**src/rtl/lcu_adder_pipe.sv**
```systemverilog
// lcu_adder_pipe
//   Pipelined WIDTH-bit add/subtract. The word is cut into WIDTH/BLOCK
//   segments. Each pipeline stage resolves one segment with 4-bit lookahead
//   groups, and the segment carry is registered into the next stage. Operand
//   bits above the resolved segment ride forward in the same word register
//   that collects the finished sum bits below it. Latency is STAGES cycles.
//   A single global advance enable stalls every stage together.
//   WIDTH must be a multiple of BLOCK, and BLOCK a multiple of 4.
//
// Ports
//   clk, reset          clock, synchronous active-high reset
//   in_valid/in_ready   operand beat handshake (in_ready = advance)
//   a, b, cin, sub      operands; sub=1 computes a + ~b + 1 and ignores cin
//   out_valid/out_ready result beat handshake
//   sum, cout, ovf      result, carry out of the MSB, signed overflow
//   zero                sum == 0
//   pg, gg              whole-word group propagate / generate (cin-independent)
module lcu_adder_pipe #(
  parameter int WIDTH = 64,
  parameter int BLOCK = 16
) (
  input  logic             clk,
  input  logic             reset,
  input  logic             in_valid,
  output logic             in_ready,
  input  logic [WIDTH-1:0] a,
  input  logic [WIDTH-1:0] b,
  input  logic             cin,
  input  logic             sub,
  output logic             out_valid,
  input  logic             out_ready,
  output logic [WIDTH-1:0] sum,
  output logic             cout,
  output logic             ovf,
  output logic             zero,
  output logic             pg,
  output logic             gg
);

  localparam int STAGES = WIDTH / BLOCK;
  localparam int NGRP   = BLOCK / 4;

  typedef struct packed {
    logic [BLOCK-1:0] s;      // segment sum
    logic             co;     // carry out of the segment
    logic             c_top;  // carry into the top bit of the segment
    logic             pg;     // segment group propagate
    logic             gg;     // segment group generate (carry-in = 0)
  } seg_res_t;

  // One segment: 4-bit group PG/GG, a lookahead unit over the group carries,
  // then lookahead bit carries inside each group from its group carry-in.
  function automatic seg_res_t seg_add(input logic [BLOCK-1:0] x,
                                       input logic [BLOCK-1:0] y,
                                       input logic             ci);
    seg_res_t        r;
    logic [BLOCK-1:0] p, g, c;
    logic [NGRP:0]    gc;
    logic [NGRP-1:0]  grp_p, grp_g;
    logic [3:0]       p4, g4;
    logic             cg, acc;
    p     = x ^ y;
    g     = x & y;
    grp_p = '0;
    grp_g = '0;
    c     = '0;
    for (int j = 0; j < NGRP; j++) begin
      p4       = p[4*j +: 4];
      g4       = g[4*j +: 4];
      grp_p[j] = &p4;
      grp_g[j] = g4[3] | (p4[3] & g4[2]) | (p4[3] & p4[2] & g4[1]) |
                 (p4[3] & p4[2] & p4[1] & g4[0]);
    end
    gc[0] = ci;
    for (int j = 0; j < NGRP; j++) begin
      gc[j+1] = grp_g[j] | (grp_p[j] & gc[j]);
    end
    for (int j = 0; j < NGRP; j++) begin
      p4         = p[4*j +: 4];
      g4         = g[4*j +: 4];
      cg         = gc[j];
      c[4*j]     = cg;
      c[4*j + 1] = g4[0] | (p4[0] & cg);
      c[4*j + 2] = g4[1] | (p4[1] & g4[0]) | (p4[1] & p4[0] & cg);
      c[4*j + 3] = g4[2] | (p4[2] & g4[1]) | (p4[2] & p4[1] & g4[0]) |
                   (p4[2] & p4[1] & p4[0] & cg);
    end
    acc = 1'b0;
    for (int j = 0; j < NGRP; j++) begin
      acc = grp_g[j] | (grp_p[j] & acc);
    end
    r.s     = p ^ c;
    r.co    = gc[NGRP];
    r.c_top = c[BLOCK-1];
    r.pg    = &grp_p;
    r.gg    = acc;
    return r;
  endfunction

  // Per-stage state. word holds finished sum bits below the stage's segment
  // and still-unprocessed bits of a above it; bx holds b' (already inverted
  // for subtract), so the mode never needs to travel separately.
  logic [STAGES-1:0] vld_q, vld_d;
  logic [STAGES-1:0] cy_q, cy_d;
  logic [STAGES-1:0] pg_q, pg_d;
  logic [STAGES-1:0] gg_q, gg_d;
  logic [WIDTH-1:0]  word_q [STAGES];
  logic [WIDTH-1:0]  word_d [STAGES];
  logic [WIDTH-1:0]  bx_q   [STAGES];
  logic [WIDTH-1:0]  bx_d   [STAGES];
  logic              ovf_q, ovf_d;
  logic              zero_q, zero_d;
  logic              advance;

  assign advance  = !vld_q[STAGES-1] || out_ready;
  assign in_ready = advance;

  always_comb begin
    logic [WIDTH-1:0] x_w, y_w;
    logic             ci, pgi, ggi, vi;
    seg_res_t         r;
    vld_d  = '0;
    cy_d   = '0;
    pg_d   = '0;
    gg_d   = '0;
    ovf_d  = 1'b0;
    zero_d = 1'b0;
    r      = '0;
    // stage 0 inputs come straight from the ports
    x_w = a;
    y_w = sub ? ~b : b;
    ci  = sub | cin;
    pgi = 1'b1;
    ggi = 1'b0;
    vi  = in_valid;
    for (int k = 0; k < STAGES; k++) begin
      r                           = seg_add(x_w[k*BLOCK +: BLOCK], y_w[k*BLOCK +: BLOCK], ci);
      word_d[k]                   = x_w;
      word_d[k][k*BLOCK +: BLOCK] = r.s;
      bx_d[k]                     = y_w;
      cy_d[k]                     = r.co;
      pg_d[k]                     = pgi & r.pg;
      gg_d[k]                     = r.gg | (r.pg & ggi);
      vld_d[k]                    = vi;
      if (k == STAGES - 1) begin
        // last stage: flags need the full word, ready now
        ovf_d  = r.c_top ^ r.co;
        zero_d = (word_d[k] == '0);
      end else begin
        // stage k+1 boundary: next stage reads this stage's registers
        x_w = word_q[k];
        y_w = bx_q[k];
        ci  = cy_q[k];
        pgi = pg_q[k];
        ggi = gg_q[k];
        vi  = vld_q[k];
      end
    end
  end

  // Output stage registers are cleared on reset; inner data registers only
  // matter when their valid bit is set, so reset leaves them alone.
  always_ff @(posedge clk) begin
    if (reset) begin
      vld_q             <= '0;
      cy_q              <= '0;
      pg_q              <= '0;
      gg_q              <= '0;
      word_q[STAGES-1]  <= '0;
      ovf_q             <= 1'b0;
      zero_q            <= 1'b0;
    end else if (advance) begin
      vld_q  <= vld_d;
      cy_q   <= cy_d;
      pg_q   <= pg_d;
      gg_q   <= gg_d;
      ovf_q  <= ovf_d;
      zero_q <= zero_d;
      for (int k = 0; k < STAGES; k++) begin
        word_q[k] <= word_d[k];
        bx_q[k]   <= bx_d[k];
      end
    end
  end

  assign out_valid = vld_q[STAGES-1];
  assign sum       = word_q[STAGES-1];
  assign cout      = cy_q[STAGES-1];
  assign pg        = pg_q[STAGES-1];
  assign gg        = gg_q[STAGES-1];
  assign ovf       = ovf_q;
  assign zero      = zero_q;

endmodule

```
**config.mk**
```make
export PLATFORM = sky130hd
export DESIGN_NAME = lcu_adder_pipe
export DESIGN_NICKNAME = d
export VERILOG_FILES = /design/src/rtl/lcu_adder_pipe.sv
export SDC_FILE = /design/constraint.sdc
export NUM_CORES = 1
export LEC_CHECK = 0
export BUFFER_PORTS_ARGS = -buffer_cell sky130_fd_sc_hd__buf_2
export CAP_MARGIN = 30
export CORE_AREA = 2 2 166 168
export CTS_BUF_LIST = sky130_fd_sc_hd__clkbuf_16
export DETAILED_ROUTE_END_ITERATION = 8
export DIE_AREA = 0 0 168 170
export HOLD_SLACK_MARGIN = 0.02
export PLACE_DENSITY = 0.82
export SLEW_MARGIN = 20
export SYNTH_ARGS = -nofsm -noshare
export SYNTH_HDL_FRONTEND = slang
export SYNTH_SLANG_ARGS = --single-unit
```
**constraint.sdc**
```tcl
create_clock -name clk -period 13.3 [get_ports clk]
set_clock_uncertainty 0.1 [all_clocks]
set_input_delay 2.66 -clock clk [delete_from_list [all_inputs] [get_ports clk]]
set_output_delay 2.66 -clock clk [all_outputs]
set_load 0.02 [all_outputs]
```
* Yosys cells after proc, flatten, opt, wreduce, memory -nomap -nowiden
Memories as Yosys holds them, arrays and structs flattened. Index checks and enable logic that the tools add are counted.
Word-level totals: bits in latches 0, bits in writable memories 512, bits in read-only memories 0, output and inout port bits 71, bits of input ports 134, flip-flop bits (word level) 18, memories kept 2, word-level logic and storage cells 487
Operators by class: equal/unequal tests 0, shifts and indexed selects 0, reductions and logical operators 23, multiplexer cells 7, order comparisons 0, bitwise operators 449, $add $sub $neg 0, divide/modulo/power cells 0, multiply operators 0
Memory list:
- bx_q | depth 4, width 64, read ports 3, clocked after Yosys merged registers in 0, wr ports 4, RTL line 109 | logic [WIDTH-1:0] bx_q [STAGES];
- word_q | depth 4, width 64, read ports 4, clocked after Yosys merged registers in 0, wr ports 4, RTL line 107 | logic [WIDTH-1:0] word_q [STAGES];
Operator list (number):
- $and A1 B1 Y1 | 258
- $or A1 B1 Y1 | 177
- $mux W64 | 2
- $xor A16 B16 Y16 | 8
- $and A16 B16 Y16 | 4
- $logic_not A64 Y1 | 1
- $not A64 Y64 | 1
- $reduce_and A16 Y1 | 4
- $reduce_and A4 Y1 | 16
- $mux W1 | 5
- $logic_not A1 Y1 | 1
- $logic_or A1 B1 Y1 | 1
- $xor A1 B1 Y1 | 1

* Logic depth before layout (Yosys ltp)
depth in word-level cells 15, gate-level depth with buffers 14, gate-level depth less buffers 13

* Worst setup path before layout
Ideal clock, no wire load.
kind input to register, from input port reset, to memory word_q[3][62], data pin, arrival 11.690 ns, slack 1.307 ns, required time 12.997 ns, setup time 0.203 ns, buffers on the path 2, cell stages on the path 5, path through buf_2 nand2b_1 inv_2 clkbuf_1 and2_1
RTL lines:
- start, declared | RTL line 23 | input logic reset,
- end, declared | RTL line 107

* Worst setup path in the final report
from input port out_ready, to output port in_ready
Between the ends: cells in the longest elaborated chain, start to end 1
Ends and longest elaborated chain:
- start, declared | RTL line 31 | input logic out_ready,
- $logic_or A1 B1 Y1 | RTL line 115 | assign advance = !vld_q[STAGES-1] || out_ready;
- end, declared | RTL line 25 | output logic in_ready,
Every way passes these cells.

==> flow_summary.ini <==
[setup_path]
critPathMaxStageDelay_ps = 470
arrival_ps = 3820
path_delay_family = buffers and inverters
critPathKind = in -> out
worstSetupStartpoint = out_ready
cp.required_ps = 10540
r2r_start = vld_q[3]
crit_top_cell = buf_2
r2r_cells = 8
crit_path_top_delay_cell = nor2b_2
path_cells = buf_2, nor2b_2, inv_2, buf_2
cp_num_buf_inv = 3
critPathLaunchType = input port
path_max_fanout = 20
cp.depth = 4
cp-end-kind = output pin

[synth]
ys_async_sr_fraction_pct = 0
synth.avg_cell_area_um2 = 15.8
synth.top_cell.area_share_pct = 69.0
synthCells = 969
syn_area_um2 = 15300
syn_nets = 1183
yosysTopAreaCell = edfxtp_1
synth_seq_cells = 370
synth.area.top_cells = edfxtp_1 69%, ha_1 5.2%, xor2_1 4.7%, dfxtp_1 2.4%, and2_1 2.2%
synth_enable_flop_cells = 352
yosys_warnings = 0
ys_seq_area_share_pct = 71.3
synth_cell_types = 59
synthFlopType = edfxtp_1

[cells_and_area]
register_area_um2 = 10900
layout_common_cells = 352 x edfxtp_1, 203 x buf_2, 83 x xor2_1, 64 x ha_1, 55 x and2_1
multi_input_area_um2 = 4160
final_common_cell = edfxtp_1
post-route-util_pct = 67.3
instances_no_fill = 1567
drive_gt1_share_pct = 22.4
syn2layout_area_growth_pct = 17.0
fillerInstances = 1746
nNetsFinal = 1412

[detailed_routing]
ant_nets = 0
vias_per_cell = 5.42
postRouteWirelength_um = 28400
drc = 0
vias = 8498
drt_pass1_iterations = 5
wl_per_cell_um = 18.1
drt_iter0_markers = 829

[clock_network]
post_cts_buffers = 0
cts_max_level = 2
clock-sinks = 370
numCtsBuffers = 37
clockBufferDepth = 3
root_buffer = clkbuf_16
hold_buffers = 0
path_clk_slew_ps = 60
cts_tree = yes
clkLatencyLatePin_ps = 520
cts_resized = 0

[pwr]
total_power_mw = 2.74
leakage_nw = 7.26
ir_drop_uv = 85.7
power_density_nw_per_um2 = 153

[job]
maxCapViolations = 0

[die]
num_rows = 60
core_area_um2 = 26700
dieArea_um2 = 28600
start_util_pct = 57.5
die_w_um = 168
fp.dieH_um = 170
io_pins = 205

[place]
numPortBuffers = 204
dpl.hpwl_um = 20100
place_congestion = 0.824
post-place-ws_ps = 6480
placed_cells = 1499

[worst_hold_path]
min_path_type = reg -> reg
hp-start = bx_q[0][53]
hold_depth = 0

[timing]
rsz0062_at_grt = false
setup_viol_count_final = 0
hold_viol = 0
fin_tns_setup_ps = 0
period_minus_slack_ps = 6580
fmax_mhz = 152
maxSlewHeadroom_pct = 39.3
tightest_slew_ps = 910
post-route-period-util_pct = 49.5
report.final.slew_viol_count = 0
fin_ws_ps = 6720

[outcome]
status = finished, final reports clean

[grt]
grt_max_degree = 151
first_global_vias = 8415
grt_usage_pct = 19.8
grt_pass1_wl_um = 43200
grt_antenna_before_repair = 1
grt_overflow_total = 0
routing by layer:
metal  global-route usage [%]  share of wire, %  up-vias
li1                         -                 -     4078
met1                     26.8                43     4083
met2                     33.1                49      295
met3                     3.00               5.8       42
met4                     6.84               2.6        0
met5                        0                 0        -
per-stage QoR:
stage	cell area (um2)	hold slack, ps
finish	17900	312
global route	17900	316
CTS	17900	313
detailed placement	16800	305
global placement	16700	300
floorplan	15300	300
worst paths after layout:
check,endpoint,slack [ps]
worst max-delay path,in_ready,6720
worst min-delay path,bx_q[1][53],310
worst max register to register,word_q[2][4],8950
worst min register to register,bx_q[1][53],310
power by group:
| group | switching [mW] | leakage (nW) | internal (mW) |
|---|---|---|---|
| Combinational | 0.201 | 2.98 | 0.132 |
| Clock | 0.412 | 0.575 | 0.540 |
| Sequential | 0.0416 | 3.70 | 1.42 |
layout make-up:
type	count	share of cell area (%)
well taps	341	2.38
diodes	1	0.0140
repair buffers	210	6.25
multi-input cells	536	23.2
clock buffers	38	5.30
clock inverters	28	0.963
inverters	43	0.942
flip-flops and latches	370	61.0
state kept, by name (all words and copies together) (netlist names):
signal / cells
word_q: 256
bx_q: 96
cy_q: 4
gg_q: 4
pg_q: 4
vld_q: 4
ovf: 1
zero: 1
logic make-up (layout without fill, tap and decap cells):
logic type               after synthesis  after routing  synth area share, %
AO/OA/AOI/OAI                        146            146                 6.52
XOR/XNOR                             106            106                 6.06
other                                  0              1                    0
buffers and inverters                 63            319                 1.55
adder cells (fa/ha/maj)               80             80                 7.32
AND/OR/NAND/NOR                      204            204                 7.22
flip-flops                           370            370                 71.3
cell usage after synthesis (all sizes together) (2+ instances only):
master  number
a41o         2
dfxtp       18
inv         43
and3         5
o21ai       20
buf          5
edfxtp     352
fa          16
nor4b        3
nor3b        2
xor2        83
and4         3
nand4       14
o21a        10
xnor2       23
or3          3
and2        55
nand3       10
nand2b       4
clkbuf      15
nor2b        5
a21oi       45
ha          64
o21bai       6
nor4        17
a21o        32
nor2        36
a31oi        3
nand2       33
o311ai       2
a211oi       6
a221oi       4
a311oi       5
nor3         9
(Power assumes the default switching activity.)
